===== src/rtl/serv_seqctl.sv =====
// Bit-serial instruction sequencer: fetch, RF request, optional INIT/MEM stages, RUN.
// Optional trap support is compiled in with `define SERV_SEQCTL_TRAP_EN.
module serv_seqctl #(
  parameter int W              = 1,
  parameter     RESET_STRATEGY = "MINI"
) (
  input  logic       i_clk,
  input  logic       i_rst_n,
  input  logic       i_ibus_ack,
  input  logic       i_dbus_ack,
  input  logic       i_rf_ready,
  input  logic       i_stall,
  input  logic       i_two_stage_op,
  input  logic       i_branch_op,
  input  logic       i_cond_branch,
  input  logic       i_bne_or_bge,
  input  logic       i_alu_cmp,
  input  logic       i_dbus_en,
  input  logic       i_mem_misalign,
  input  logic       i_ctrl_misalign,
  output logic       o_ibus_cyc,
  output logic       o_dbus_cyc,
  output logic       o_rf_rreq,
  output logic       o_rf_wreq,
  output logic [4:0] o_cnt,
  output logic       o_cnt_en,
  output logic       o_cnt_done,
  output logic       o_init,
  output logic       o_ctrl_pc_en,
  output logic       o_ctrl_jump,
  output logic       o_ctrl_trap,
  output logic [2:0] o_state
);

  typedef enum logic [2:0] {
    ST_FETCH = 3'd0,
    ST_RDREQ = 3'd1,
    ST_INIT  = 3'd2,
    ST_MEM   = 3'd3,
    ST_RUN   = 3'd4
  } state_e;

  localparam logic [4:0] CNT_STEP = 5'(W);
  localparam logic [4:0] CNT_LAST = 5'(32 - W);

  state_e     state_q, state_d;
  logic [4:0] cnt_q, cnt_d;
  logic       jump_q, jump_d;
  logic       init_done_q, init_done_d;
  logic       rf_rreq_q, rf_rreq_d;
  logic       rf_wreq_q, rf_wreq_d;
  logic       cnt_en, cnt_done, take_branch, trap_pending;

  assign cnt_en      = (state_q == ST_INIT) || (state_q == ST_RUN);
  assign cnt_done    = cnt_en && (cnt_q == CNT_LAST) && !i_stall;
  assign take_branch = i_branch_op & (!i_cond_branch | (i_alu_cmp ^ i_bne_or_bge));

`ifdef SERV_SEQCTL_TRAP_EN
  logic trap_q, trap_d;

  assign trap_pending = (take_branch & i_ctrl_misalign) | (i_dbus_en & i_mem_misalign);
  assign o_ctrl_trap  = trap_q;

  always_comb begin
    trap_d = trap_q;
    if (state_q == ST_INIT && cnt_done)     trap_d = trap_pending;
    else if (state_q == ST_RUN && cnt_done) trap_d = 1'b0;
  end

  always_ff @(posedge i_clk or negedge i_rst_n) begin
    if (!i_rst_n) trap_q <= 1'b0;
    else          trap_q <= trap_d;
  end
`else
  logic unused_misalign;

  assign unused_misalign = i_mem_misalign | i_ctrl_misalign;
  assign trap_pending    = 1'b0;
  assign o_ctrl_trap     = 1'b0;
`endif

  // NOTE: every variable gets its hold value first so no path through the case infers a latch.
  always_comb begin
    state_d     = state_q;
    rf_rreq_d   = 1'b0;
    rf_wreq_d   = 1'b0;
    init_done_d = init_done_q;
    jump_d      = jump_q;

    unique case (state_q)
      ST_FETCH: begin
        if (i_ibus_ack) begin
          state_d   = ST_RDREQ;
          rf_rreq_d = 1'b1;
        end
      end
      ST_RDREQ: begin
        // The second visit after INIT always proceeds to RUN.
        if (i_rf_ready) state_d = (i_two_stage_op && !init_done_q) ? ST_INIT : ST_RUN;
      end
      ST_INIT: begin
        if (cnt_done) begin
          init_done_d = 1'b1;
          jump_d      = take_branch;
          if (i_dbus_en && !trap_pending) begin
            state_d = ST_MEM;
          end else begin
            state_d   = ST_RDREQ;
            rf_wreq_d = !trap_pending;
            rf_rreq_d = trap_pending;
          end
        end
      end
      ST_MEM: begin
        if (i_dbus_ack) state_d = ST_RDREQ;
      end
      ST_RUN: begin
        if (cnt_done) begin
          state_d     = ST_FETCH;
          init_done_d = 1'b0;
          jump_d      = 1'b0;
        end
      end
      default: state_d = ST_FETCH;
    endcase

    if (!cnt_en)       cnt_d = 5'd0;
    else if (i_stall)  cnt_d = cnt_q;
    else               cnt_d = cnt_q + CNT_STEP;
  end

  // NOTE: sequential state uses non-blocking assignments so every flop samples pre-edge values.
  always_ff @(posedge i_clk or negedge i_rst_n) begin
    if (!i_rst_n) begin
      state_q     <= ST_FETCH;
      rf_rreq_q   <= 1'b0;
      rf_wreq_q   <= 1'b0;
      init_done_q <= 1'b0;
    end else begin
      state_q     <= state_d;
      rf_rreq_q   <= rf_rreq_d;
      rf_wreq_q   <= rf_wreq_d;
      init_done_q <= init_done_d;
    end
  end

  if (RESET_STRATEGY == "NONE") begin : g_cnt_noreset
    // NOTE: these flops are deliberately unreset; the counter self-clears whenever no stage is active.
    always_ff @(posedge i_clk) begin
      cnt_q  <= cnt_d;
      jump_q <= jump_d;
    end
  end else begin : g_cnt_reset
    always_ff @(posedge i_clk or negedge i_rst_n) begin
      if (!i_rst_n) begin
        cnt_q  <= 5'd0;
        jump_q <= 1'b0;
      end else begin
        cnt_q  <= cnt_d;
        jump_q <= jump_d;
      end
    end
  end

  // Gated by reset so no fetch is requested while held in reset.
  assign o_ibus_cyc   = (state_q == ST_FETCH) && i_rst_n;
  assign o_dbus_cyc   = (state_q == ST_MEM);
  assign o_rf_rreq    = rf_rreq_q;
  assign o_rf_wreq    = rf_wreq_q | ((state_q == ST_MEM) && i_dbus_ack);
  assign o_cnt        = cnt_q;
  assign o_cnt_en     = cnt_en;
  assign o_cnt_done   = cnt_done;
  assign o_init       = (state_q == ST_INIT);
  assign o_ctrl_pc_en = cnt_en && (state_q == ST_RUN) && !i_stall;
  assign o_ctrl_jump  = jump_q;
  assign o_state      = state_q;

endmodule


===== config.mk =====
export PLATFORM = sky130hd
export DESIGN_NAME = serv_seqctl
export DESIGN_NICKNAME = d
export VERILOG_FILES = /design/src/rtl/serv_seqctl.sv
export SDC_FILE = /design/constraint.sdc
export NUM_CORES = 1
export LEC_CHECK = 0
export CORE_MARGIN = 2
export CORE_UTILIZATION = 43
export DETAILED_ROUTE_END_ITERATION = 16
export PLACE_DENSITY = 0.83
export SYNTH_ARGS = -nofsm -noshare
export SYNTH_HDL_FRONTEND = slang
export SYNTH_SLANG_ARGS = --single-unit

===== constraint.sdc =====
create_clock -name i_clk -period 4.2 [get_ports i_clk]
set_input_delay 0.42 -clock i_clk [delete_from_list [all_inputs] [get_ports i_clk]]
set_output_delay 0.42 -clock i_clk [all_outputs]
set_load 0.02 [all_outputs]

Word-level counts from Yosys, hierarchy flattened
Cells that the tools add are included.
{"block": "op_classes", "muxes": 20, "reduce_logical": 15, "n_eq_ne": 11, "add_sub_neg": 1, "n_bitwise": 4}
{"operator": "3-bit two-way mux", "n": 6}
{"operator": "3-bit case mux with 5 select lines", "n": 1}
{"operator": "2-bit inequality test, second input constant", "n": 6}
{"operator": "5-bit two-way mux", "n": 2}
{"operator": "1-bit two-way mux", "n": 8}
{"operator": "1-bit logical AND", "n": 7}
{"operator": "3-bit by 2-bit == test with 1-bit output, second input constant", "n": 2}
{"operator": "5-bit by 1-bit adder with 5-bit output, second input constant", "n": 1}
{"operator": "5-bit == test, second input constant", "n": 1}
{"operator": "5-bit AND reduction", "n": 1}
{"operator": "1-bit case mux with 2 select lines", "n": 2}
{"operator": "3-bit by 1-bit == test with 1-bit output, second input constant", "n": 1}
{"operator": "3-bit == test, second input constant", "n": 1}
{"operator": "1-bit logical NOT", "n": 3}
{"operator": "3-bit logical NOT", "n": 1}
{"operator": "3-bit AND reduction", "n": 1}
{"operator": "2-bit two-way mux", "n": 1}
{"operator": "1-bit bitwise OR", "n": 2}
{"operator": "2-bit nonzero test", "n": 1}
{"operator": "1-bit AND", "n": 1}
{"operator": "1-bit logical OR", "n": 1}
{"operator": "1-bit XOR", "n": 1}
{"block": "totals", "out_inout_bits": 18, "input_bits": 14, "regBits": 12}

Depth between registers and ports, before layout
{"block": "depth", "ltp_word": 6, "mapped_depth": 7, "mapped_depth_nobuf": 6}

Least setup slack after synthesis
OpenSTA, ideal clock, no wires.
{"block": "synth_timing", "kind": "reg-to-output", "startpoint": "register cnt_q[0] (netlist: o_cnt[0])", "endpoint": "output port o_cnt_done", "arrival_ps": 1759, "path_stages_with_launch": 7, "required_time_ps": 3780, "n_path_buf": 1, "slack_ps": 2021, "cell_sequence": "dfrtp_1 ha_1 and3_1 ha_1 or3b_1 buf_6 nor2_1"}
{"block": "synth_between", "elab_chain_cells": 3}
{"item": "from (decl)", "line": "47", "source": "logic [4:0] cnt_q, cnt_d;"}
{"item": "from (signal assigned)", "line": "159", "source": "cnt_q <= cnt_d;"}
{"item": "5-bit == test", "line": "55", "source": "assign cnt_done = cnt_en && (cnt_q == CNT_LAST) && !i_stall;"}
{"item": "1-bit logical AND (2 in a row)", "line": "55"}
{"item": "to (decl)", "line": "27", "source": "output logic o_cnt_done,"}
No other way between the ends.

Worst setup path after layout
Same ends and word-level chain as after synthesis.

==> run_results.csv <==
group,metric,value,unit
global_routing,top_usage_layer,"met2",
clock_tree,cts_buffer_depth,2,
pwr,power_density,412,nW/um^2
global_routing,use_met1,0.220,
critical_path,cp_slowest_cell,"clkdlybuf4s50_1",
clock_tree,cts_resized,0,
pwr,p_int,0.000259,W
pwr,power_frac_clock,0.233,
layout,area_growth,42.5,%
synth,ys_warn_count,0,
route,viasPerCell,5.36,
status,status,"completed",
sta,finalSetupViolCount,0,
critical_path,worst-setup-path-type,"register to primary output",
route,drt_first_pass_iters,4,
die,core_area,1510,um^2
synth,postSynthAreaPerCell,9.75,um^2
synth,netlist_area,692,um^2
layout,n_fill_cell,121,
global_routing,grt_pass1_wl,2.50,mm
synth,syn_nets,87,
pwr,p_leak,0.428,nW
sta,fmax,0.350,GHz
sta,fin_tns_setup,0,ps
route,antenna_left,0,
layout,drive_above_1_share,0.0928,
critical_path,required,3780,ps
synth,yosysUniqueCellTypes,35,
die,rows,14,
die,pin_count,32,
critical_path,cpMostUsedCell,"ha_1",
clock_tree,hold_buffers,0,
global_routing,antenna_found_initial,0,
clock_tree,clk_latency,280,ps
sta,finClkSkew,6.22,ps
critical_path,slowest_delay,610,ps
layout,fin_nets,114,
sta,finalHoldViolations,0,
pwr,pwr-share-seq,0.389,
route,drt_iter0_drc,5,
critical_path,crit_path_end_kind,"primary output",
synth,synth_largest_area_cell,"dfrtp_1",
synth,ys_ff_latch,12,
global_routing,grt_usage,0.178,
place,port_buffers,28,
clock_tree,cts_sinks,12,
place,dp_hpwl,1.13,mm
clock_tree,htree_levels,1,
critical_path,crit_arrival,2440,ps
critical_path,start_kind,"register",
die,initial_core_util,0.459,
layout,layout_common_cells,"clkdlybuf4s50_1, dfrtp_1, nor2_1",
synth,synthTopCellsByArea,"dfrtp_1, nor2_1, xor2_1",
synth,synth_top_area_share,0.434,
pwr,switchingPower,0.000147,W
clock_tree,postCtsSetupRepairBufs,0,
route,drc,0,
place,gp_congestion,0.795,
global_routing,globalRouteMet2Util,0.294,
sta,min_period,2860,ps
route,wl,1.52,mm
run,cap_violations,0,
min_path,hold_path.class,"primary input to async pin",
layout,final_common_cell,"clkdlybuf4s50_1",
global_routing,first_global_vias,554,
critical_path,crit_fanout,7,
global_routing,overflow,0,
pwr,switching_share,0.361,
clock_tree,cts.clk_slew.worst_paths,80,ps
sta,min_period_over_period,0.680,
synth,netlist_instances,71,
critical_path,crit_chain,"ha_1 > and3_1 > ha_1 > or3b_1 > nor2_1 > clkdlybuf4s50_1",
sta,timing.hold.ws,495,ps
global_routing,grt_max_degree,14,
sta,worst_slew_pin_slew,559,ps
clock_tree,clockRootBuffer,"clkbuf_4",
clock_tree,cts_tree,"done",
pwr,peakVddDrop,0.289,mV
global_routing,use_met3,0.0245,
die,dieArea,1950,um^2
die,die_y,44.1,um
route,drt-wirelength-per-cell,13.4,um
synth,yosysSeqAreaShare,0.434,
sta,finalMaxSlewViolations,0,
clock_tree,cts_buffers,3,
die,die_x,44.1,um
pwr,p_comb_frac,0.378,
layout,diodes,0,
sta,rsz0062_at_grt,"false",
route,num_vias,606,
sta,max-slew-margin-rel,0.626,
-- through the flow --
step / instances / power [W] / cell area (um^2) / util / setup slack [ps]
3_5_place_dp: 109 / 0.000313 / 950 / 0.630 / 1490
2_1_floorplan: 71 / 0.000245 / 692 / - / 2020
3_3_place_gp: 109 / 0.000310 / 950 / 0.630 / 1500
4_1_cts: 113 / 0.000410 / 986 / 0.654 / 1310
5_1_grt: 113 / 0.000430 / 986 / 0.654 / 1200
6_report: 113 / 0.000406 / 986 / 0.654 / 1340
-- cells in the mapped netlist --
cell type,count
o21ai_0,2
nand3b_1,1
or3b_1,1
nand4b_1,1
nor2b_1,2
o21ai_1,1
conb_1,1
nand2_1,3
nor3_1,2
a211o_1,1
o21bai_1,1
dfrtp_1,12
mux2i_1,2
o31ai_2,1
inv_1,3
clkbuf_1,2
buf_4,1
nor2_1,7
a21oi_1,1
nor4_1,1
and2b_2,1
xor2_1,3
buf_6,2
ha_1,2
buf_2,1
and3_1,1
inv_2,2
xnor2_1,2
o211ai_2,1
or2_1,1
nand2b_1,2
and2_1,3
o211ai_1,1
a311oi_1,2
o31ai_1,1
-- metal layers --
layer,wire (um),part of all wire
met5,0,0
met4,38,0.025
met3,44,0.029
met2,773,0.51
met1,660,0.44
-- worst paths after layout --
| path | from | to | slack (ps) | cells past startpoint |
|---|---|---|---|---|
| worst max-delay path | o_cnt[0] | o_cnt_done | 1340 | 6 |
| worst min-delay path | i_rst_n | rf_wreq_q | 490 | 1 |
| worst max register to register | o_cnt[0] | o_state[1] | 2400 | 6 |
| worst min register to register | o_ctrl_jump | o_ctrl_jump | 510 | 2 |
| max in group asynchronous | i_rst_n | o_cnt[3] | 3330 | 1 |
| min in group i_clk | o_ctrl_jump | o_ctrl_jump | 510 | 2 |
-- logic make-up after synthesis --
family                     after synthesis  synth area share
xor gates and xnor gates                 5            0.0633
buffers and inverters                   11            0.0886
muxes                                    2            0.0289
other                                    1           0.00542
AOI/OAI and AO/OA                       12             0.136
adders and majority gates                2            0.0362
DFF                                     12             0.434
and+or+nand+nor                         26             0.208
-- area by class of cell --
cell class | count | area (um^2) | share of cell area
Multi-Input combinational cell | 48 | 330 | 0.335
Sequential cell | 12 | 300 | 0.305
Timing Repair Buffer | 28 | 280 | 0.284
Clock buffer | 4 | 36.3 | 0.0368
Tap cell | 16 | 20.0 | 0.0203
Inverter | 5 | 18.8 | 0.0190
-- power groups by stage --
stage           clock, W  combinational [W]  sequential [W]
3_3_place_gp           0           0.000151        0.000159
3_5_place_dp           0           0.000153        0.000160
2_1_floorplan          0          0.0000799        0.000165
6_report       0.0000946           0.000153        0.000158
4_1_cts        0.0000973           0.000155        0.000157
5_1_grt         0.000102           0.000167        0.000161
-- worst max-delay path: cells and delay by family, from the launching register on --
kind | cells | cell delay (ps)
fa+ha+maj | 2 | 350
buf+inv | 1 | 610
flops | 1 | 410
simple gates | 3 | 780
-- flip-flops by register name, summed over array words and instances, names as in the netlist --
signal	flops
init_done_q	1
o_cnt	5
o_state	3
o_ctrl_jump	1
rf_wreq_q	1
o_rf_rreq	1
No activity file was read; power rests on OpenSTA's default activity.
